## config.mk

```make
export PLATFORM = sky130hd
export DESIGN_NAME = lfsr_decrypt_flat
export DESIGN_NICKNAME = d
export VERILOG_FILES = /design/src/rtl/lfsr_decrypt_if.sv /design/src/rtl/lfsr_decrypt.sv /design/src/flat_wrapper.sv
export SDC_FILE = /design/constraint.sdc
export NUM_CORES = 1
export LEC_CHECK = 0
export BUFFER_PORTS_ARGS = -buffer_cell sky130_fd_sc_hd__buf_4
export CAP_MARGIN = 40
export CELL_PAD_IN_SITES_DETAIL_PLACEMENT = 0
export CELL_PAD_IN_SITES_GLOBAL_PLACEMENT = 2
export CORE_UTILIZATION = 35
export DETAILED_ROUTE_END_ITERATION = 16
export HOLD_SLACK_MARGIN = 0.05
export PLACE_DENSITY = 0.91
export SYNTH_ARGS = -nofsm -noshare
export SYNTH_HDL_FRONTEND = slang
export SYNTH_SLANG_ARGS = --single-unit
```

## constraint.sdc

```tcl
create_clock -name clk -period 4.4 [get_ports clk]
set_clock_uncertainty 0.1 [all_clocks]
set_input_delay 0.88 -clock clk [delete_from_list [all_inputs] [get_ports clk]]
set_output_delay 0.88 -clock clk [all_outputs]
set_load 0.05 [all_outputs]
```

## src/rtl/lfsr_decrypt_if.sv

```systemverilog
// Data-memory port bundle between the LFSR decryptor (master) and dat_mem (slave).
// The read is combinational: data_out follows raddr in the same cycle.
interface lfsr_decrypt_if;
  logic [7:0] raddr;
  logic [7:0] data_out;
  logic [7:0] waddr;
  logic [7:0] data_in;
  logic       write_en;

  modport master (
    output raddr,
    output waddr,
    output data_in,
    output write_en,
    input  data_out
  );

  modport slave (
    input  raddr,
    input  waddr,
    input  data_in,
    input  write_en,
    output data_out
  );
endinterface

```

## src/rtl/lfsr_decrypt.sv

```systemverilog
// LFSR stream decryptor. Recovers the 6-bit keystream start state from the known
// preamble character, finds the feedback taps by trial against the preamble bytes,
// then decodes the ciphertext image and writes the plaintext (preamble stripped)
// back into data memory. Runs once after each init and then holds done.
module lfsr_decrypt #(
  parameter logic [7:0] ENC_BASE = 8'd64,
  parameter logic [7:0] ENC_LEN  = 8'd64,
  parameter logic [7:0] MSG_BASE = 8'd0,
  parameter logic [7:0] PRE_CHAR = 8'h5F,
  parameter logic [7:0] PROBE    = 8'd6
) (
  input  logic                 clk,
  input  logic                 init,
  lfsr_decrypt_if.master       mem,
  output logic                 done,
  output logic                 err,
  output logic [5:0]           found_taps,
  output logic [7:0]           msg_len
);

  typedef enum logic [2:0] {
    S_START  = 3'd0,
    S_TLOAD  = 3'd1,
    S_TRY    = 3'd2,
    S_DLOAD  = 3'd3,
    S_DECODE = 3'd4,
    S_DONE   = 3'd5
  } state_t;

  // One keystream step: shift left, feedback is the parity of the tapped bits.
  function automatic logic [5:0] lfsr_step(input logic [5:0] s, input logic [5:0] t);
    lfsr_step = {s[4:0], ^(s & t)};
  endfunction

  // Candidate feedback patterns, tried in index order.
  function automatic logic [5:0] cand_taps(input logic [2:0] idx);
    case (idx)
      3'd0:    cand_taps = 6'h21;
      3'd1:    cand_taps = 6'h2D;
      3'd2:    cand_taps = 6'h30;
      3'd3:    cand_taps = 6'h33;
      3'd4:    cand_taps = 6'h36;
      3'd5:    cand_taps = 6'h39;
      default: cand_taps = 6'h21;
    endcase
  endfunction

  state_t      state_q, state_d;
  logic [5:0]  start_q, start_d;
  logic [5:0]  lfsr_q, lfsr_d;
  logic [5:0]  taps_q, taps_d;
  logic [2:0]  i_q, i_d;
  logic [7:0]  k_q, k_d;
  logic [7:0]  j_q, j_d;
  logic        skip_q, skip_d;
  logic        done_q, done_d;
  logic        err_q, err_d;
  logic [5:0]  found_q, found_d;
  logic [7:0]  msg_len_q, msg_len_d;

  logic [7:0]  raddr_s;
  logic [7:0]  waddr_s;
  logic [7:0]  data_in_s;
  logic        we_s;
  logic [5:0]  nxt_s;
  logic [7:0]  plain_s;
  logic [7:0]  j_next_s;

  // State register; init clears everything and restarts the run on release.
  always_ff @(posedge clk or posedge init) begin
    if (init) begin
      state_q   <= S_START;
      start_q   <= 6'd0;
      lfsr_q    <= 6'd0;
      taps_q    <= 6'd0;
      i_q       <= 3'd0;
      k_q       <= 8'd0;
      j_q       <= 8'd0;
      skip_q    <= 1'b0;
      done_q    <= 1'b0;
      err_q     <= 1'b0;
      found_q   <= 6'd0;
      msg_len_q <= 8'd0;
    end else begin
      state_q   <= state_d;
      start_q   <= start_d;
      lfsr_q    <= lfsr_d;
      taps_q    <= taps_d;
      i_q       <= i_d;
      k_q       <= k_d;
      j_q       <= j_d;
      skip_q    <= skip_d;
      done_q    <= done_d;
      err_q     <= err_d;
      found_q   <= found_d;
      msg_len_q <= msg_len_d;
    end
  end

  // Next-state logic and memory port drive for the search/decode sequence.
  always_comb begin
    state_d   = state_q;
    start_d   = start_q;
    lfsr_d    = lfsr_q;
    taps_d    = taps_q;
    i_d       = i_q;
    k_d       = k_q;
    j_d       = j_q;
    skip_d    = skip_q;
    done_d    = done_q;
    err_d     = err_q;
    found_d   = found_q;
    msg_len_d = msg_len_q;
    raddr_s   = 8'd0;
    waddr_s   = 8'd0;
    data_in_s = 8'd0;
    we_s      = 1'b0;
    nxt_s     = lfsr_step(lfsr_q, taps_q);
    plain_s   = mem.data_out ^ {2'b00, lfsr_q};
    j_next_s  = j_q;

    case (state_q)
      S_START: begin
        // Byte 0 is preamble, so its low six bits reveal the start state.
        raddr_s = ENC_BASE;
        start_d = mem.data_out[5:0] ^ PRE_CHAR[5:0];
        i_d     = 3'd0;
        state_d = S_TLOAD;
      end
      S_TLOAD: begin
        lfsr_d  = start_q;
        taps_d  = cand_taps(i_q);
        k_d     = 8'd1;
        state_d = S_TRY;
      end
      S_TRY: begin
        raddr_s = ENC_BASE + k_q;
        // Whole-byte compare: the untouched top bits must match the preamble too.
        if (mem.data_out == (PRE_CHAR ^ {2'b00, nxt_s})) begin
          lfsr_d = nxt_s;
          if (k_q == PROBE) begin
            found_d = taps_q;
            state_d = S_DLOAD;
          end else begin
            k_d = k_q + 8'd1;
          end
        end else begin
          if (i_q == 3'd5) begin
            err_d     = 1'b1;
            done_d    = 1'b1;
            msg_len_d = 8'd0;
            state_d   = S_DONE;
          end else begin
            i_d     = i_q + 3'd1;
            state_d = S_TLOAD;
          end
        end
      end
      S_DLOAD: begin
        // taps_q still holds the winning candidate.
        lfsr_d  = start_q;
        k_d     = 8'd0;
        j_d     = 8'd0;
        skip_d  = 1'b1;
        state_d = S_DECODE;
      end
      S_DECODE: begin
        raddr_s = ENC_BASE + k_q;
        lfsr_d  = nxt_s;
        if (skip_q && (plain_s == PRE_CHAR)) begin
          // Still inside the leading preamble run: absorb without writing.
          j_next_s = j_q;
        end else begin
          skip_d    = 1'b0;
          we_s      = 1'b1;
          waddr_s   = MSG_BASE + j_q;
          data_in_s = plain_s;
          j_next_s  = j_q + 8'd1;
        end
        j_d = j_next_s;
        if (k_q == (ENC_LEN - 8'd1)) begin
          done_d    = 1'b1;
          msg_len_d = j_next_s;
          state_d   = S_DONE;
        end else begin
          k_d = k_q + 8'd1;
        end
      end
      S_DONE: begin
        state_d = S_DONE;
      end
      default: begin
        state_d = S_START;
      end
    endcase
  end

  // Memory port must be combinational (same-cycle read); hold it quiet during init.
  always_comb begin
    if (init) begin
      mem.raddr    = 8'd0;
      mem.waddr    = 8'd0;
      mem.data_in  = 8'd0;
      mem.write_en = 1'b0;
    end else begin
      mem.raddr    = raddr_s;
      mem.waddr    = waddr_s;
      mem.data_in  = data_in_s;
      mem.write_en = we_s;
    end
  end

  assign done       = done_q;
  assign err        = err_q;
  assign found_taps = found_q;
  assign msg_len    = msg_len_q;

endmodule
```

## src/flat_wrapper.sv

```systemverilog
// flat-port wrapper written by rule: the top's interface ports become plain ports
module lfsr_decrypt_flat 
#(
  parameter logic [7:0] ENC_BASE = 8'd64,
  parameter logic [7:0] ENC_LEN  = 8'd64,
  parameter logic [7:0] MSG_BASE = 8'd0,
  parameter logic [7:0] PRE_CHAR = 8'h5F,
  parameter logic [7:0] PROBE    = 8'd6
)
  (clk, init, done, err, found_taps, msg_len, mem_raddr, mem_waddr, mem_data_in, mem_write_en, mem_data_out);
  lfsr_decrypt_if mem_i ();
  input  logic clk;
  input  logic init;
  output logic done;
  output logic err;
  output logic [5:0] found_taps;
  output logic [7:0] msg_len;
  output wire logic [$bits(mem_i.raddr)-1:0] mem_raddr;
  output wire logic [$bits(mem_i.waddr)-1:0] mem_waddr;
  output wire logic [$bits(mem_i.data_in)-1:0] mem_data_in;
  output wire logic [$bits(mem_i.write_en)-1:0] mem_write_en;
  input wire logic [$bits(mem_i.data_out)-1:0] mem_data_out;
  assign mem_raddr = mem_i.raddr;
  assign mem_waddr = mem_i.waddr;
  assign mem_data_in = mem_i.data_in;
  assign mem_write_en = mem_i.write_en;
  assign mem_i.data_out = mem_data_out;
  lfsr_decrypt #(.ENC_BASE(ENC_BASE), .ENC_LEN(ENC_LEN), .MSG_BASE(MSG_BASE), .PRE_CHAR(PRE_CHAR), .PROBE(PROBE)) u_core (.clk(clk), .init(init), .mem(mem_i), .done(done), .err(err), .found_taps(found_taps), .msg_len(msg_len));
endmodule
```

==> results of run 1 <==
stage by stage:
| step | instances | power (mW) | setup WS (ns) |
|---|---|---|---|
| floorplan | 372 | 2.00 | 0.523 |
| global placement | 536 | 2.32 | 0.648 |
| detailed placement | 536 | 2.35 | 0.561 |
| CTS | 552 | 2.94 | 0.547 |
| global route | 552 | 3.12 | 0.414 |
| finish | 552 | 2.91 | 0.619 |
logic make-up (layout without fill, tap and decap cells):
group,Yosys count,in the layout,share of synthesized area
adders and majority gates,10,10,0.0361
xor gates and xnor gates,24,24,0.0719
and+or+nand+nor,141,141,0.211
DFF,57,57,0.412
buffers and inverters,33,84,0.0426
muxes,20,20,0.0625
AOI/OAI and AO/OA,87,87,0.164
metal layers:
layer	part of all wire	wire (um)
met1	0.48	4010
met2	0.47	3920
met3	0.032	271
met4	0.019	155
met5	0	0
final timing paths:
check	endpoint	slack [ns]	cells after the start
worst max-delay path	mem_waddr[1]	0.62	9
worst min-delay path	u_core.err	0.37	1
worst max register to register	u_core.msg_len[2]	1.62	6
worst min register to register	u_core.err	0.37	1
max in group asynchronous	u_core.i_q[2]	2.98	3
min in group asynchronous	u_core.j_q[1]	0.74	3
sequential cells by signal, summed over array words and instances (netlist names), 6 cells and up:
register and count:
u_core.found_taps 6, u_core.j_q 8, u_core.k_q 8, u_core.lfsr_q 6, u_core.msg_len 8, u_core.start_q 6
u_core.taps_q 6
placed cells by master (no fill, tap or decap), types with 2 or more instances in the layout:
master,n
a31oi_1,5
or2_2,3
xnor2_1,17
buf_4,56
o31ai_1,8
a221o_1,5
clkbuf_8,11
a311oi_1,4
nand2b_1,3
and2_1,19
o21ai_0,13
clkinvlp_4,3
nand2_1,30
nor2_1,42
a211oi_1,2
ha_1,10
o22ai_1,11
dfrtp_1,57
inv_1,11
a21oi_1,27
nand4_1,2
mux2i_1,7
xor2_1,4
nor4b_1,2
nand3b_1,2
mux2_2,13
nor2b_1,3
o211ai_1,2
nor3_1,8
nand3_1,11
bufinv_16,2
and3_1,10
cell type report:
cell class,count,share of cell area
Clock inverter,4,0.0180
Multi-Input combinational cell,282,0.452
Sequential cell,57,0.342
Tap cell,129,0.0386
Inverter,12,0.0117
Timing Repair Buffer,56,0.101
Clock buffer,12,0.0371
power by group through the flow:
stage	registers [mW]	clock network (mW)	logic, mW
floorplan	0.911	0	1.09
detailed placement	0.900	0	1.45
global route	0.922	0.609	1.59
CTS	0.890	0.587	1.46
global placement	0.893	0	1.43
finish	0.890	0.578	1.45
worst max-delay path, cell delays in order:
cell	delay, ns
buf_4	0.12
xnor2_1	0.26
nor4b_1	0.42
and2_1	0.25
inv_1	0.11
nand3_1	0.22
inv_1	0.16
and2_1	0.19
buf_4	0.18
==> summary.md, run 1 <==
| Metric | Value |
|---|---|
| Status | complete, no violations |
| Pwr Density | 698 nW/um^2 |
| Worst Path Arrival | 2.80 ns |
| WS Path Type | in -> out |
| DRT Pass-1 Iters | 5 |
| Top Ports | 51 |
| Root buf cell | clkbuf_8 |
| Design Area, Final | 4180 um^2 |
| Worst reg2reg path startpoint | u_core.lfsr_q[4] |
| Met1 Resource Use GR | 0.237 |
| Post-CTS Resized | 0 |
| Fin nets | 438 |
| Dominant synthesized flop cell | dfrtp_1 |
| Final Wtd Congestion | 0.854 |
| CP max FO | 10 |
| CP Data Required Time | 3.42 ns |
| Final ANT Viol Nets | 0 |
| Most common cell in the synthesized netlist | dfrtp_1 |
| Worst skew pair latency | 0.35 ns |
| Post-DP HPWL | 6000 um |
| CTS tree | yes |
| First-pass GRT wire length | 14,100 um |
| Switching pwr | 1.30 mW |
| Die area | 10,300 um^2 |
| Initial antenna violation count | 0 |
| M2 GR Usage | 0.282 |
| Clk pwr share | 0.198 |
| Number of flops mapped to enable cells by yosys | 0 |
| Drt initial violations | 105 |
| Largest area contributor in the netlist | dfrtp_1 |
| Hold Startpoint | u_core.err |
| Area Growth Syn to Fin | 20.6% |
| Most Used Layer, Global Route | met2 |
| Die height | 101 um |
| WL/cell | 15.1 um |
| Std cell rows | 35 |
| Top cell type's share of synthesized area | 0.412 |
| Maximum root-to-sink buffer count | 2 |
| Worst Setup SP | mem_data_out[5] |
| Yosys warnings | 0 |
| Residual DRC | 0 |
| Syn Inst Count | 372 |
| GRT Util Overall | 0.177 |
| Tmin final | 3.78 ns |
| Register area | 1430 um^2 |
| P_int | 1.61 mW |
| Synth Net Count | 392 |
| Fin util | 0.444 |
| Sw Ratio | 0.447 |
| Number of global-route vias before repair | 2,819 |
| Max Clk Rate | 264 MHz |
| Pin count of the biggest net entering global routing | 59 |
| Met3 Usage GRT | 0.0366 |
| DR vias | 2,910 |
| Layout cells sized above 1 | 0.225 |
| Type of the most critical hold path | reg -> reg |
| CTS buffer count | 9 |
| Slew Viols, Final | 0 |
| Crit path capture type | output port |
| Post-Syn Area | 3460 um^2 |
| Fin. Hold Viols | 0 |
| Commonest cells in the synthesized netlist | dfrtp_1 (57), nor2_1 (42), nand2_1 (30), a21oi_1 (27), and2_1 (19) |
| Seq pwr share | 0.305 |
| Comb power frac | 0.496 |
| #FFs+latches synth | 57 |
| Clock sink count | 57 |
| Leakage | 1.90 nW |
| Routed vias/inst | 5.27 |
| Asr flop ratio synth | 1.00 |
| ANT cells | 0 |
| Area of the multi-input gates | 1890 um^2 |
| Cts hold-fix bufs | 0 |
| Post-placement cell area | 3950 um^2 |
| Fin Setup TNS | 0 ns |
| RSZ-0062 raised after global routing | no |
| Setup violators final | 0 |
| Layout fillers | 925 |
| Mean Syn Cell Area | 9.31 um^2 |
| Cell variety after synth | 52 |
| Routed WL | 8350 um |
| Port bufs | 50 |
| Synth top area cells | dfrtp_1 (41%), nor2_1 (4.6%), xnor2_1 (4.3%) |
| Worst slew margin | 0.504 |
| H-tree levels | 3 |
| Remaining Overflow, GRT | 0 |
| Starting density of the core | 0.368 |
| Clock transition at path regs | 0.07 ns |
| Hold WS | 0.370 ns |
| Register area share after synthesis | 0.412 |
| Critical path launch point type | input pin |
| VDD IR max | 0.235 mV |
| Tightest Pin Transition | 0.744 ns |
| # Max-Cap Violations | 0 |
| CORE AREA | 9420 um^2 |
| Tcrit/Tclk final | 0.859 |
| Setup Buffers After CTS | 0 |
| Die Wd | 101 um |
Power figures use the tool's default switching activity.
==> run 2, diff against run 1 <==
--- a/config.mk
+++ b/config.mk
@@ -9,6 +9,7 @@
 export CAP_MARGIN = 40
 export CELL_PAD_IN_SITES_DETAIL_PLACEMENT = 0
 export CELL_PAD_IN_SITES_GLOBAL_PLACEMENT = 2
+export CORE_ASPECT_RATIO = 0.7
 export CORE_UTILIZATION = 35
 export DETAILED_ROUTE_END_ITERATION = 16
 export HOLD_SLACK_MARGIN = 0.05
==> run 2 against run 1 <==
  * Worst hold slack better by 0.0017 ns
  * Largest power group unchanged
  * Critical path type unchanged
  * Sequential power up 6.4%
  * Sequential share of layout area down 0.42 points
  * Power up 4.5%
  * Die area about the same
==> summary.md, run 2 (synthesis results as in run 1) <==
| Metric | Value |
|---|---|
| Tmin final | 3.82 ns (was 3.78 ns) |
| Tightest Pin Transition | 0.846 ns (was 0.744 ns) |
| Die Wd | 121 um (was 101 um) |
| Layout cells sized above 1 | 0.221 (was 0.225) |
| Register area | 1430 um^2 (unchanged) |
| DRT Pass-1 Iters | 4 (was 5) |
| RSZ-0062 raised after global routing | no (unchanged) |
| Fin. Hold Viols | 0 (unchanged) |
| Number of global-route vias before repair | 2,780 (was 2,819) |
| Final non-filler cell total | 545 (was 552) |
| Buf+Inv Stages, Crit Path | 4 (unchanged) |
| Worst Path Arrival | 2.84 ns (was 2.80 ns) |
| Leakage | 1.93 nW (was 1.90 nW) |
| Max Clk Rate | 262 MHz (was 264 MHz) |
| Fin util | 0.454 (was 0.444) |
| Port bufs | 50 (unchanged) |
| Commonest non-fill, non-tap cell in the layout | dfrtp_1 (unchanged) |
| Tcrit/Tclk final | 0.868 (was 0.859) |
| DR vias | 2,904 (was 2,910) |
| Worst skew pair latency | 0.33 ns (was 0.35 ns) |
| Worst path cell trace | buf_4 -> xnor2_1 -> nor4b_1 -> and2_1 -> inv_1 -> nand3_1 -> inv_1 -> and2_1 -> buf_4 (unchanged) |
| CORE AREA | 9330 um^2 (was 9420 um^2) |
| WHS Path Cells | 1 (unchanged) |
| Status | complete, no violations (unchanged) |
| Die height | 85.2 um (was 101 um) |
| Fin Setup TNS | 0 ns (unchanged) |
| Type of the most critical hold path | reg -> reg (unchanged) |
| Remaining Overflow, GRT | 0 (unchanged) |
| Final Wtd Congestion | 0.791 (was 0.854) |
| P_int | 1.72 mW (was 1.61 mW) |
| Top Family by Delay on Critical Path | simple AND/OR/NAND/NOR gates (unchanged) |
| Cts hold-fix bufs | 0 (unchanged) |
| Worst reg2reg path startpoint | u_core.lfsr_q[4] (unchanged) |
| Residual DRC | 0 (unchanged) |
| Hold Startpoint | u_core.done (was u_core.err) |
| VDD IR max | 0.314 mV (was 0.235 mV) |
| Switching pwr | 1.33 mW (was 1.30 mW) |
| CTS buffer count | 9 (unchanged) |
| Setup Buffers After CTS | 0 (unchanged) |
| Clock transition at path regs | 0.05 ns (was 0.07 ns) |
| WL/cell | 16.4 um (was 15.1 um) |
| Pwr Density | 720 nW/um^2 (was 698 nW/um^2) |
| CP Data Required Time | 3.42 ns (about the same) |
| Critical path launch point type | input pin (unchanged) |
| Fin nets | 437 (was 438) |
| Layout fillers | 901 (was 925) |
| Top Ports | 51 (unchanged) |
| Maximum root-to-sink buffer count | 2 (unchanged) |
| CTS tree | yes (unchanged) |
| Slowest stage delay, CP | 0.44 ns (was 0.42 ns) |
| CP max FO | 10 (unchanged) |
| ANT cells | 0 (unchanged) |
| Area Growth Syn to Fin | 22.1% (was 20.6%) |
| Comb power frac | 0.461 (was 0.496) |
| Routed vias/inst | 5.33 (was 5.27) |
| Hold WS | 0.372 ns (was 0.370 ns) |
| Std cell rows | 29 (was 35) |
| Slew Viols, Final | 0 (unchanged) |
| Pin count of the biggest net entering global routing | 58 (was 59) |
| Drt initial violations | 202 (was 105) |
| GRT Util Overall | 0.189 (was 0.177) |
| Post-CTS Resized | 0 (unchanged) |
| Final ANT Viol Nets | 0 (unchanged) |
| Starting density of the core | 0.371 (was 0.368) |
| Cells after DPL | 530 (was 536) |
| Initial antenna violation count | 0 (unchanged) |
| # Max-Cap Violations | 0 (unchanged) |
| Die area | 10,300 um^2 (about the same) |
| Reg2reg setup slack | 1.54 ns (was 1.62 ns) |
| Root buf cell | clkbuf_16 (was clkbuf_8) |
| Post-DP HPWL | 6440 um (was 6000 um) |
| Clock sink count | 57 (unchanged) |
| Worst slew margin | 0.436 (was 0.504) |
| First-pass GRT wire length | 14,800 um (was 14,100 um) |
| Crit path capture type | output port (unchanged) |
| WS Path Type | in -> out (unchanged) |
| Seq pwr share | 0.311 (was 0.305) |
| H-tree levels | 3 (unchanged) |
| Routed WL | 8910 um (was 8350 um) |
| Reg2reg end | u_core.msg_len[2] (unchanged) |
| R2R depth | 6 (unchanged) |
| Commonest non-fill, non-tap cells in the layout | dfrtp_1 (57), buf_4 (55), nor2_1 (42) (was dfrtp_1 (57), buf_4 (56), nor2_1 (42)) |
| Area of the multi-input gates | 1890 um^2 (unchanged) |
| Crit-path slowest cell | nor4b_1 (unchanged) |
| Clk pwr share | 0.228 (was 0.198) |
| Setup violators final | 0 (unchanged) |
| Hold Path End | u_core.done (was u_core.err) |
| Sw Ratio | 0.436 (was 0.447) |
-- run 2: power by group through the flow --
| stage | Combinational, mW | Sequential, mW | Clock, mW |
|---|---|---|---|
| final | 1.40 | 0.947 | 0.694 |
| after global routing | 1.55 | 0.975 | 0.738 |
| after CTS | 1.41 | 0.942 | 0.708 |
| after detailed placement | 1.40 | 0.950 | 0 |
| after global placement | 1.38 | 0.946 | 0 |
| after floorplan | 1.09 | 0.911 | 0 |
-- run 2: worst max path at each step --
stage	startpoint	end	slack, ns	depth (start not counted)
after floorplan	init	mem_data_in[6]	0.52	4
after global placement	mem_data_out[3]	mem_data_in[7]	0.69	9
after detailed placement	mem_data_out[5]	mem_data_in[6]	0.58	9
after CTS	mem_data_out[5]	mem_data_in[6]	0.57	9
after global routing	mem_data_out[5]	mem_data_in[6]	0.33	9
final	mem_data_out[5]	mem_data_in[6]	0.58	9
-- run 2: per-layer routing --
layer,vias to the layer above,routed length [um],GRT usage
met1,1406,4510,0.278
met3,8,550,0.0457
met2,75,3750,0.267
met4,0,99,0.0673
li1,1415,-,-
met5,-,0,0
-- run 2: final cells by class --
type,instances,area share
multi-input combinational,282,0.447
sequential,57,0.337
timing repair buffer,55,0.0976
clock buffer,12,0.0607
tap,124,0.0367
inverter,12,0.0115
clock inverter,3,0.00947
-- run 2: per-stage QoR --
stage | cell area, um^2 | total power [mW] | setup WS, ns
after floorplan | 3470 | 2.00 | 0.523
after global placement | 3930 | 2.33 | 0.694
after detailed placement | 3930 | 2.35 | 0.583
after CTS | 4230 | 3.06 | 0.575
after global routing | 4230 | 3.26 | 0.326
final | 4230 | 3.05 | 0.582
